File: src/rtl/mc_ctrl_fsm.sv
// Multi-cycle MIPS control sequencer: FETCH/DECODE/EXEC/MEM/WB with
// illegal-instruction and memory-timeout fault detection.
module mc_ctrl_fsm #(
    parameter int unsigned TIMEOUT = 16,
    parameter int unsigned CNT_W   = 32
) (
    input  logic             clk,
    input  logic             rst_n,
    input  logic [5:0]       opcode,
    input  logic [5:0]       funct,
    input  logic             alu_zero,
    input  logic             mem_ready,
    output logic             mem_req,
    output logic             mem_we,
    output logic             mem_addr_sel,
    output logic             ir_we,
    output logic             pc_we,
    output logic [1:0]       pc_src,
    output logic             m4,
    output logic             ext_sign,
    output logic [2:0]       alu_op,
    output logic             rf_we,
    output logic             rf_dst_sel,
    output logic             rf_wdata_sel,
    output logic [2:0]       state_o,
    output logic [CNT_W-1:0] retired,
    output logic             fault,
    output logic [1:0]       fault_code
);

    localparam logic [2:0] S_IDLE   = 3'd0;
    localparam logic [2:0] S_FETCH  = 3'd1;
    localparam logic [2:0] S_DECODE = 3'd2;
    localparam logic [2:0] S_EXEC   = 3'd3;
    localparam logic [2:0] S_MEM    = 3'd4;
    localparam logic [2:0] S_WB     = 3'd5;
    localparam logic [2:0] S_FAULT  = 3'd7;

    localparam logic [5:0] OP_R     = 6'h00;
    localparam logic [5:0] OP_J     = 6'h02;
    localparam logic [5:0] OP_BEQ   = 6'h04;
    localparam logic [5:0] OP_ADDI  = 6'h08;
    localparam logic [5:0] OP_ADDIU = 6'h09;
    localparam logic [5:0] OP_ANDI  = 6'h0C;
    localparam logic [5:0] OP_ORI   = 6'h0D;
    localparam logic [5:0] OP_LW    = 6'h23;
    localparam logic [5:0] OP_SW    = 6'h2B;

    // Wait counter spans 0..TIMEOUT-1; the last value is the final accepted cycle
    localparam int unsigned WAIT_W = (TIMEOUT < 2) ? 1 : $clog2(TIMEOUT);
    localparam logic [WAIT_W-1:0] WAIT_LAST = WAIT_W'(TIMEOUT - 1);

    logic [2:0]        state;
    logic [2:0]        state_n;
    logic [WAIT_W-1:0] wcnt;
    logic              retire_c;
    logic              illegal_c;
    logic              timeout_c;
    logic              r_legal_c;
    logic              op_legal_c;
    logic [2:0]        r_alu_c;

    // R-type funct decode
    always_comb begin
        r_legal_c = 1'b1;
        r_alu_c   = 3'd0;
        case (funct)
            6'h20, 6'h21: r_alu_c = 3'd0;
            6'h22, 6'h23: r_alu_c = 3'd1;
            6'h24:        r_alu_c = 3'd2;
            6'h25:        r_alu_c = 3'd3;
            6'h26:        r_alu_c = 3'd4;
            6'h27:        r_alu_c = 3'd5;
            6'h2A:        r_alu_c = 3'd6;
            6'h2B:        r_alu_c = 3'd7;
            default:      r_legal_c = 1'b0;
        endcase
    end

    always_comb begin
        case (opcode)
            OP_R:                          op_legal_c = r_legal_c;
            OP_J, OP_BEQ, OP_ADDI, OP_ADDIU,
            OP_ANDI, OP_ORI, OP_LW, OP_SW: op_legal_c = 1'b1;
            default:                       op_legal_c = 1'b0;
        endcase
    end

    // Next state and strobes
    always_comb begin
        state_n      = state;
        retire_c     = 1'b0;
        illegal_c    = 1'b0;
        timeout_c    = 1'b0;
        mem_req      = 1'b0;
        mem_we       = 1'b0;
        mem_addr_sel = 1'b0;
        ir_we        = 1'b0;
        pc_we        = 1'b0;
        pc_src       = 2'd0;
        m4           = 1'b0;
        ext_sign     = 1'b0;
        alu_op       = 3'd0;
        rf_we        = 1'b0;
        rf_dst_sel   = 1'b0;
        rf_wdata_sel = 1'b0;
        case (state)
            S_IDLE: state_n = S_FETCH;
            S_FETCH: begin
                mem_req = 1'b1;
                if (mem_ready) begin
                    ir_we   = 1'b1;
                    pc_we   = 1'b1;
                    state_n = S_DECODE;
                end else if (wcnt == WAIT_LAST) begin
                    timeout_c = 1'b1;
                    state_n   = S_FAULT;
                end
            end
            S_DECODE: begin
                if (!op_legal_c) begin
                    illegal_c = 1'b1;
                    state_n   = S_FAULT;
                end else if (opcode == OP_J) begin
                    pc_we    = 1'b1;
                    pc_src   = 2'd2;
                    retire_c = 1'b1;
                    state_n  = S_FETCH;
                end else begin
                    state_n = S_EXEC;
                end
            end
            S_EXEC: begin
                state_n = S_WB;
                case (opcode)
                    OP_R: alu_op = r_alu_c;
                    OP_ADDI, OP_ADDIU: begin
                        m4       = 1'b1;
                        ext_sign = 1'b1;
                    end
                    OP_ANDI: begin
                        m4     = 1'b1;
                        alu_op = 3'd2;
                    end
                    OP_ORI: begin
                        m4     = 1'b1;
                        alu_op = 3'd3;
                    end
                    OP_LW, OP_SW: begin
                        m4       = 1'b1;
                        ext_sign = 1'b1;
                        state_n  = S_MEM;
                    end
                    OP_BEQ: begin
                        alu_op   = 3'd1;
                        pc_we    = alu_zero;
                        pc_src   = 2'd1;
                        retire_c = 1'b1;
                        state_n  = S_FETCH;
                    end
                    default: state_n = S_WB;
                endcase
            end
            S_MEM: begin
                mem_req      = 1'b1;
                mem_addr_sel = 1'b1;
                mem_we       = (opcode == OP_SW);
                if (mem_ready) begin
                    if (opcode == OP_SW) begin
                        retire_c = 1'b1;
                        state_n  = S_FETCH;
                    end else begin
                        state_n = S_WB;
                    end
                end else if (wcnt == WAIT_LAST) begin
                    timeout_c = 1'b1;
                    state_n   = S_FAULT;
                end
            end
            S_WB: begin
                rf_we        = 1'b1;
                rf_dst_sel   = (opcode == OP_R);
                rf_wdata_sel = (opcode == OP_LW);
                retire_c     = 1'b1;
                state_n      = S_FETCH;
            end
            S_FAULT: state_n = S_FAULT;
            default: state_n = S_IDLE;
        endcase
    end

    always_ff @(posedge clk) begin
        if (!rst_n) begin
            state      <= S_IDLE;
            wcnt       <= '0;
            retired    <= '0;
            fault      <= 1'b0;
            fault_code <= 2'd0;
        end else begin
            state <= state_n;
            // Counter restarts whenever a new state is entered
            if (state_n != state) begin
                wcnt <= '0;
            end else if (state == S_FETCH || state == S_MEM) begin
                wcnt <= wcnt + WAIT_W'(1);
            end
            if (retire_c) begin
                retired <= retired + CNT_W'(1);
            end
            if (illegal_c) begin
                fault      <= 1'b1;
                fault_code <= 2'd1;
            end else if (timeout_c) begin
                fault      <= 1'b1;
                fault_code <= 2'd2;
            end
        end
    end

    assign state_o = state;

endmodule

File: config.mk
export PLATFORM = sky130hd
export DESIGN_NAME = mc_ctrl_fsm
export DESIGN_NICKNAME = d
export VERILOG_FILES = /design/src/rtl/mc_ctrl_fsm.sv
export SDC_FILE = /design/constraint.sdc
export NUM_CORES = 1
export LEC_CHECK = 0
export CAP_MARGIN = 20
export CELL_PAD_IN_SITES_DETAIL_PLACEMENT = 2
export CELL_PAD_IN_SITES_GLOBAL_PLACEMENT = 2
export CORE_ASPECT_RATIO = 1.2
export CORE_MARGIN = 8
export CORE_UTILIZATION = 24
export DETAILED_ROUTE_END_ITERATION = 10
export PLACE_DENSITY = 0.71
export SLEW_MARGIN = 20
export SYNTH_ARGS = -nofsm -noshare
export SYNTH_HDL_FRONTEND = slang
export SYNTH_SLANG_ARGS = --single-unit
File: constraint.sdc
create_clock -name clk -period 2.3 [get_ports clk]
set_clock_uncertainty 0.05 [all_clocks]
set_input_delay 0.575 -clock clk [delete_from_list [all_inputs] [get_ports clk]]
set_output_delay 0.575 -clock clk [all_outputs]
set_load 0.03 [all_outputs]
==> results of run 1 <==
==> logic make-up after synthesis <==
| logic type | after synthesis | synth area share [%] |
|---|---|---|
| AOI/OAI and AO/OA | 81 | 20.8 |
| xor gates and xnor gates | 10 | 3.63 |
| adders and majority gates | 3 | 1.55 |
| buffers and inverters | 23 | 4.20 |
| DFF | 42 | 34.8 |
| muxes | 5 | 2.07 |
| and+or+nand+nor | 138 | 32.9 |
==> worst max-delay path, delay by kind of cell <==
family,cells,cell delay (ns)
buf+inv,2,0.62
compound gates,3,0.46
==> cells in the mapped netlist (all sizes together) (2+ instances only) <==
cell | number | share of area [%]
nand2b | 7 | 1.8
nor4 | 3 | 0.78
nor3 | 8 | 1.9
nand2 | 22 | 3.4
or3 | 16 | 4.1
xnor2 | 7 | 2.5
clkbuf | 6 | 0.93
a21oi | 32 | 6.6
mux2i | 5 | 2.1
dfxtp | 42 | 35
nand3b | 2 | 0.62
nand4b | 2 | 0.73
o21ai | 22 | 4.6
and4b | 2 | 0.83
a2111oi | 2 | 0.73
buf | 9 | 2.0
o31ai | 9 | 2.8
a311oi | 2 | 0.98
or4 | 9 | 2.8
ha | 3 | 1.6
a211o | 2 | 0.73
nand4 | 12 | 3.1
xor2 | 3 | 1.1
nor2 | 25 | 3.9
and3 | 4 | 1.0
and4 | 2 | 0.73
inv | 7 | 1.1
nor4b | 3 | 1.7
a31oi | 2 | 0.52
nor2b | 3 | 0.88
nand3 | 13 | 2.9
==> metal layers <==
layer	part of all wire, %	wire length (µm)	vias to the layer above
li1	-	-	1370
met1	40	4000	1422
met2	54	5500	63
met3	4.7	475	8
met4	1.4	138	0
met5	0	0	-
==> metrics by stage <==
step / setup TNS (ns) / total power [mW]
global placement: -19.20 / 1.12
CTS: 0 / 1.88
global route: -0.119 / 1.95
finish: 0 / 1.87
detailed placement: -23.01 / 1.13
floorplan: -0.384 / 0.943
==> worst max-delay path by stage <==
stage,from,end,slack (ns),depth (start not counted)
after floorplan,state_o[0],mem_we,-0.20,3
after global placement,opcode[0],alu_op[0],-0.59,7
after detailed placement,opcode[0],alu_op[0],-0.67,7
after CTS,opcode[5],alu_op[0],0.0003,7
after global routing,state_o[2],rf_wdata_sel,-0.07,5
final,funct[0],alu_op[0],0.03,5
==> area by class of cell <==
cell class,instances,area [µm²],area share (%)
sequential,42,845,21.3
tap,126,158,3.98
timing repair buffer,132,1140,28.9
inverter,8,30.0,0.759
clock inverter,1,5.00,0.127
clock buffer,7,143,3.61
multi-input combinational,237,1630,41.2
==> state kept, by name, indices dropped and copies added (netlist names) <==
name / count
fault_code: 2
fault: 1
state_o: 3
retired: 32
wcnt: 4
==> report_power, final <==
part / internal [mW] / switching [mW]
clock: 0.431 / 0.291
combinational: 0.175 / 0.215
sequential: 0.740 / 0.0134
total: 1.35 / 0.519
==> repair_timing <==
action                     4_1_cts  5_1_grt
setup buffers                    6        3
hold buffers                     0        0
pin swaps                       15        5
resized for setup               56       20
setup endpoints to repair       47       20
==> out/qor.yml, run 1 <==
crit_chain: "clkdlybuf4s50_1 > a21boi_1 > o21ai_1 > a21oi_2 > buf_6"
powerDensity_mw_per_mm2: 472
rr_worst_depth: 8
drt_iter0_markers: 98
io-pin-count: 69
max_stage_delay_ns: 0.47
critPathRequiredTime_ns: 1.67
grt_max_degree: 32
min_from: "fault_code[0]"
dp_cells: 536
use_met3_pct: 3.11
synth.net_count: 321
overflow: 0
drt-wirelength-per-cell_um: 18.3
antenna_found_initial: 0
antennaDiodeCount: 0
critPathKind: "input pin to primary output"
synth.distinct_cells: 54
dieArea_mm2: 0.0135
slew_viol_final: 0
ys_async_sr_fraction_pct: 0
crit_arrival_ns: 1.65
grt_pass1_vias: 3186
insertion_delay_ns: 0.29
ys.flop_type: "dfxtp_1"
viasPerCell: 5.18
cts_buffers: 5
path_clk_slew_ns: 0.06
grt_first_pass_wirelength_mm: 15.8
status: "complete, no violations"
dpl.hpwl_mm: 7.45
drive_gt1_share_pct: 30.4
gp_routability_congestion: 0.849
ant_nets: 0
routed_wl_mm: 10.1
netlist_area_mm2: 0.00241
max_freq_ghz: 0.440
final_common_cell: "buf_4"
rsz0062_at_grt: "yes"
end_kind: "primary output"
num_vias: 2863
hold_path.class: "flip-flop to flip-flop"
min_to: "fault_code[0]"
drc_errors: 0
stdcell_count: 553
core_mm2: 0.00991
leakage_nw: 1.42
peakVddDrop_mv: 0.364
area_growth_pct: 63.8
crit_fanout: 1
cp_slowest_cell: "clkdlybuf4s50_1"
syn_inst: 302
r2r_end: "retired[19]"
first_pass_iters: 3
layout_common_cells: "buf_4 (71), clkdlybuf4s50_1 (40), dfxtp_1 (39)"
min_period_over_period_pct: 98.9
hold-worst-slack_ns: 0.445
whs_path_depth: 2
grt_most_used_layer: "met2"
cts.path.max_buffers: 2
die_h_um: 126
drv_cap: 0
gr-usage-met2_pct: 26.6
met1_usage_pct: 14.9
rows: 40
regToRegStartpoint: "state_o[2]"
ys_seq_area_share_pct: 34.8
worst_pin_slew_ns: 0.504
final_cell_area_mm2: 0.00396
r2r_setup_slack_ns: 0.13
worstSetupStartpointType: "input pin"
synth-seq-cells: 42
utilization_pct: 39.9
slew_headroom_pct: 65.5
clockRootBuffer: "clkbuf_16"
clock_sinks: 42
fillers: 1128
dp_slack_ns: -0.671
period_minus_slack_ns: 2.27
fin_nets: 445
cts_tree: "done"
synth-edff-count: 0
placedInstanceArea_mm2: 0.00363
hold_violations: 0
synth.avg_cell_area_um2: 8.00
htreeDepth: 2
final-setup-viol-count: 0
portBuffers: 68
yosys_warnings: 0
fin_ws_ns: 0.0257
grt_use_total_pct: 14.2
die_width_um: 108
initial_core_util_pct: 24.4
(Power assumes the default switching activity.)
==> run 2, diff against run 1 <==
--- a/config.mk
+++ b/config.mk
@@ -13,6 +13,7 @@
 export CORE_UTILIZATION = 24
 export DETAILED_ROUTE_END_ITERATION = 10
 export PLACE_DENSITY = 0.71
+export RECOVER_POWER = 50
 export SLEW_MARGIN = 20
 export SYNTH_ARGS = -nofsm -noshare
 export SYNTH_HDL_FRONTEND = slang
==> out/qor.yml, run 2 (synthesis gave the netlist of run 1 again) <==
status: "complete, no violations"  # unchanged
die_h_um: 126  # unchanged
grt_max_degree: 32  # unchanged
critPathKind: "flip-flop to primary output"  # was input pin to primary output
slew_headroom_pct: 64.1  # was 65.5%
io-pin-count: 69  # unchanged
grt_pass1_vias: 3186  # unchanged
end_kind: "primary output"  # unchanged
dieArea_mm2: 0.0135  # unchanged
overflow: 0  # unchanged
max_freq_ghz: 0.440  # about the same
critPathRequiredTime_ns: 1.67  # about the same
dpl.hpwl_mm: 7.45  # unchanged
drt_iter0_markers: 93  # was 98
hold-worst-slack_ns: 0.442  # was 0.445 ns
drive_gt1_share_pct: 29.5  # was 30.4%
fin_nets: 445  # unchanged
dp_cells: 536  # unchanged
ant_nets: 0  # unchanged
cp_slowest_cell: "nor4_4"  # was clkdlybuf4s50_1
hold_path.class: "flip-flop to flip-flop"  # unchanged
core_mm2: 0.00991  # unchanged
whs_path_depth: 2  # unchanged
critPathTopFamily: "simple AND/OR/NAND/NOR gates"  # was buffers and inverters
rows: 40  # unchanged
area_growth_pct: 63.1  # was 63.8%
num_vias: 2865  # was 2,863
leakage_nw: 1.46  # was 1.42 nW
slew_viol_final: 0  # unchanged
cts_tree: "done"  # unchanged
clock_sinks: 42  # unchanged
final_common_cell: "buf_4"  # unchanged
top_register: "retired"  # unchanged
antenna_found_initial: 0  # unchanged
postCtsHoldBufs: 0  # unchanged
crit_fanout: 9  # was 1
min_period_over_period_pct: 98.7  # was 98.9%
crit_arrival_ns: 1.65  # about the same
hold_violations: 0  # unchanged
final-setup-viol-count: 0  # unchanged
max_stage_delay_ns: 0.35  # was 0.47 ns
worst_pin_slew_ns: 0.535  # was 0.504 ns
peakVddDrop_mv: 0.363  # was 0.364 mV
largest_reg_flops: 32  # unchanged
crit_chain: "buf_4 > and2b_2 > nand2_1 > nor4_4 > buf_6"  # was clkdlybuf4s50_1 > a21boi_1 > o21ai_1 > a21oi_2 > buf_6
viasPerCell: 5.18  # about the same
insertion_delay_ns: 0.29  # about the same
powerDensity_mw_per_mm2: 472  # about the same
drt-wirelength-per-cell_um: 18.3  # unchanged
crit_buf_inv: 2  # unchanged
drv_cap: 0  # unchanged
routed_wl_mm: 10.1  # unchanged
cts_buffers: 5  # unchanged
layout_common_cells: "buf_4 (68), dfxtp_1 (39), a21oi_1 (31)"  # was buf_4 (71), clkdlybuf4s50_1 (40), dfxtp_1 (39)
clockRootBuffer: "clkbuf_16"  # unchanged
htreeDepth: 2  # unchanged
path_clk_slew_ns: 0.06  # about the same
grt_first_pass_wirelength_mm: 15.8  # unchanged
die_width_um: 108  # unchanged
cts.path.max_buffers: 2  # unchanged
portBuffers: 68  # unchanged
period_minus_slack_ns: 2.27  # about the same
first_pass_iters: 3  # unchanged
rr_worst_depth: 9  # was 8
finalPower_mw: 1.86  # was 1.87 mW
drc_errors: 0  # unchanged
grt_use_total_pct: 14.2  # unchanged
antennaDiodeCount: 0  # unchanged
worst-path-stages: 5  # unchanged
stdcell_count: 553  # unchanged
initial_core_util_pct: 24.4  # unchanged
gp_routability_congestion: 0.849  # unchanged
rsz0062_at_grt: "yes"  # unchanged
worstSetupStartpointType: "flip-flop"  # was input pin
[run 2: layout make-up]
class                      instances  area, µm²
clock buffer                       7        143
clock inverter                     1       5.00
fill                            1132       5970
inverter                           8       30.0
multi-input combinational        237       1630
sequential                        42        845
tap                              126        158
timing repair buffer             132       1130
[run 2: per-layer routing]
metal | part of all wire, % | track usage (%)
met2 | 54 | 26.6
met3 | 4.5 | 3.11
met5 | 0 | 0
met1 | 40 | 14.9
met4 | 1.4 | 4.75
[run 2: report_power, final]
| part | switching, mW | internal, mW |
|---|---|---|
| Sequential | 0.0132 | 0.740 |
| Clock | 0.290 | 0.431 |
| Combinational | 0.214 | 0.170 |
| Total | 0.517 | 1.34 |
[run 2: worst paths after layout]
check,from,endpoint,slack [ns]
setup / recovery,state_o[2],rf_wdata_sel,0.03
hold / removal,fault_code[0],fault_code[0],0.44
setup reg to reg,state_o[2],retired[2],0.11
hold reg to reg,fault_code[0],fault_code[0],0.44
[run 2: per-stage QoR]
| stage | setup TNS (ns) | area (µm²) | worst slack, ns | util, % |
|---|---|---|---|---|
| 2_1_floorplan | -0.384 | 2460 | -0.197 | - |
| 3_3_place_gp | -19.20 | 3630 | -0.594 | 36.6 |
| 3_5_place_dp | -23.01 | 3630 | -0.671 | 36.6 |
| 4_1_cts | 0 | 3860 | 0.000341 | 39.0 |
| 5_1_grt | -0.119 | 3940 | -0.0689 | 39.7 |
| 6_report | 0 | 3940 | 0.0296 | 39.7 |
[run 2: tightest hold or removal path, delay by kind of cell (launching register included)]
family / cells / cell delay (ns)
AND/OR/NAND/NOR: 1 / 0.07
flip-flops: 1 / 0.32
AO/OA/AOI/OAI: 1 / 0.06
[run 2: repair_timing]
action / 4_1_cts / 5_1_grt
pin swaps: 15 / 5
buffers inserted: 6 / 3
gates resized for setup: 56 / 20
endpoints found under the setup margin: 47 / 20
==> run 3, diff against run 2 <==
--- a/config.mk
+++ b/config.mk
@@ -8,7 +8,7 @@
 export CAP_MARGIN = 20
 export CELL_PAD_IN_SITES_DETAIL_PLACEMENT = 2
 export CELL_PAD_IN_SITES_GLOBAL_PLACEMENT = 2
-export CORE_ASPECT_RATIO = 1.2
+export CORE_ASPECT_RATIO = 0.6
 export CORE_MARGIN = 8
 export CORE_UTILIZATION = 24
 export DETAILED_ROUTE_END_ITERATION = 10
==> out/qor.yml, run 3 (synthesis gave the netlist of run 1 again) <==
htreeDepth: 2  # unchanged
viasPerCell: 5.16  # was 5.18
overflow: 0  # unchanged
hold_path.class: "flip-flop to flip-flop"  # unchanged
critPathRequiredTime_ns: 1.67  # about the same
dpl.hpwl_mm: 7.71  # was 7.45 mm
portBuffers: 68  # unchanged
area_growth_pct: 69.4  # was 63.1%
grt_pass1_vias: 3177  # was 3,186
worst_pin_slew_ns: 0.522  # was 0.535 ns
max_stage_delay_ns: 0.27  # was 0.35 ns
clockRootBuffer: "clkbuf_16"  # unchanged
met1Wirelength_mm: 5.16  # was 4.02 mm
cts_tree: "done"  # unchanged
peakVddDrop_mv: 0.274  # was 0.363 mV
insertion_delay_ns: 0.29  # about the same
routed.top_layer: "met4"  # unchanged
regToRegStartpoint: "state_o[1]"  # was state_o[2]
setup_tns_ns: -0.162  # was 0 ns
dieArea_mm2: 0.0136  # was 0.0135 mm²
dp_cells: 540  # was 536
core_mm2: 0.00981  # was 0.00991 mm²
die_width_um: 145  # was 108 µm
finalPower_mw: 1.91  # was 1.86 mW
startpoint: "opcode[5]"  # was state_o[2]
critPathKind: "input pin to primary output"  # was flip-flop to primary output
fin_nets: 446  # was 445
whs_path_depth: 2  # unchanged
crit_fanout: 3  # was 9
powerDensity_mw_per_mm2: 468  # was 472 mW/mm²
drt_iter0_markers: 80  # was 93
dp_slack_ns: -0.717  # was -0.671 ns
routed-wl-met3_um: 450  # was 457 µm
cp-endpoint: "alu_op[1]"  # was rf_wdata_sel
path_clk_slew_ns: 0.06  # about the same
rr_worst_depth: 7  # was 9
fillers: 1088  # was 1,132
crit_arrival_ns: 1.73  # was 1.65 ns
drt-wirelength-per-cell_um: 20.0  # was 18.3 µm
cts.path.max_buffers: 2  # unchanged
max_freq_ghz: 0.425  # was 0.440 GHz
final_cell_area_mm2: 0.00409  # was 0.00394 mm²
cp_common_cell: "buf_6"
gp_routability_congestion: 0.809  # was 0.849
cp_slowest_cell: "nor4b_4"  # was nor4_4
top_register: "retired"  # unchanged
layout_common_cells: "buf_4 (61), clkdlybuf4s50_1 (40), dfxtp_1 (39)"  # was buf_4 (68), dfxtp_1 (39), a21oi_1 (31)
fin_ws_ns: -0.0510  # was 0.0296 ns
initial_core_util_pct: 24.6  # was 24.4%
wl_met2_mm: 5.45  # was 5.50 mm
ant_nets: 0  # unchanged
crit_chain: "buf_8 > buf_6 > buf_6 > nor4b_4 > buf_4 > a22oi_2 > nor2_2 > buf_6"  # was buf_4 > and2b_2 > nand2_1 > nor4_4 > buf_6
drive_gt1_share_pct: 32.2  # was 29.5%
slew_viol_final: 0  # unchanged
clock_sinks: 42  # unchanged
rows: 28  # was 40
r2r_end: "retired[15]"  # was retired[2]
hold_violations: 0  # unchanged
cts_buffers: 5  # unchanged
stdcell_count: 563  # was 553
final-setup-viol-count: 5  # was 0
violations: "setup timing"
worstSetupStartpointType: "input pin"  # was flip-flop
antennaDiodeCount: 0  # unchanged
final_common_cell: "buf_4"  # unchanged
drc_errors: 0  # unchanged
min_period_over_period_pct: 102  # was 98.7%
grt_use_total_pct: 15.6  # was 14.2%
status: "complete, but fails checks"  # was complete, no violations
end_kind: "primary output"  # unchanged
rsz0062_at_grt: "yes"  # unchanged
grt_max_degree: 35  # was 32
io-pin-count: 69  # unchanged
die_h_um: 93.7  # was 126 µm
leakage_nw: 1.48  # was 1.46 nW
placedInstanceArea_mm2: 0.00361  # was 0.00363 mm²
slew_headroom_pct: 65.2  # was 64.1%
routed_wl_mm: 11.2  # was 10.1 mm
grt_first_pass_wirelength_mm: 17.2  # was 15.8 mm
num_vias: 2907  # was 2,865
first_pass_iters: 4  # was 3
r2r_setup_slack_ns: 0.02  # was 0.11 ns
drv_cap: 0  # unchanged
utilization_pct: 41.7  # was 39.7%
antenna_found_initial: 0  # unchanged
period_minus_slack_ns: 2.35  # was 2.27 ns
hold-worst-slack_ns: 0.436  # was 0.442 ns
largest_reg_flops: 32  # unchanged
run 3: power by group:
part | switching (mW) | internal [mW] | leakage [nW]
clock network | 0.290 | 0.431 | 0.0739
registers | 0.0129 | 0.740 | 0.340
logic | 0.239 | 0.201 | 1.07
total | 0.543 | 1.37 | 1.48
run 3: what timing repair did:
action / 4_1_cts / 5_1_grt
buffers inserted: 9 / 5
gates resized for setup: 64 / 36
pin swaps: 12 / 13
endpoints found under the setup margin: 46 / 29
hold buffers: 0 / 0
cloned: 0 / 1
run 3: cell type report:
type                    instances  area, µm²  share of cell area, %
clock buffers                   7        143                   3.49
clock inverters                 1       5.00                  0.122
repair buffers                132       1210                   29.5
multi-input cells             238       1690                   41.3
flip-flops and latches         42        847                   20.7
inverters                       8       30.0                  0.734
well taps                     135        169                   4.13
run 3: worst max-delay path: cells and delay by family:
kind | cells | cell delay (ns)
buffers and inverters | 5 | 0.67
AOI/OAI and AO/OA | 1 | 0.08
and+or+nand+nor | 2 | 0.40
run 3: worst min path at each step:
stage,startpoint,slack [ns],endpoint
finish,fault_code[0],0.44,fault_code[0]
global placement,fault_code[0],0.42,fault_code[0]
detailed placement,fault_code[0],0.43,fault_code[0]
floorplan,wcnt[1],0.44,wcnt[1]
global route,fault_code[0],0.46,fault_code[0]
CTS,fault_code[0],0.44,fault_code[0]
run 3: metal layers:
metal | up-vias | global-route usage [%]
met5 | - | 0
met1 | 1458 | 19.4
met3 | 15 | 3.27
met4 | 0 | 2.84
li1 | 1386 | -
met2 | 48 | 27.6
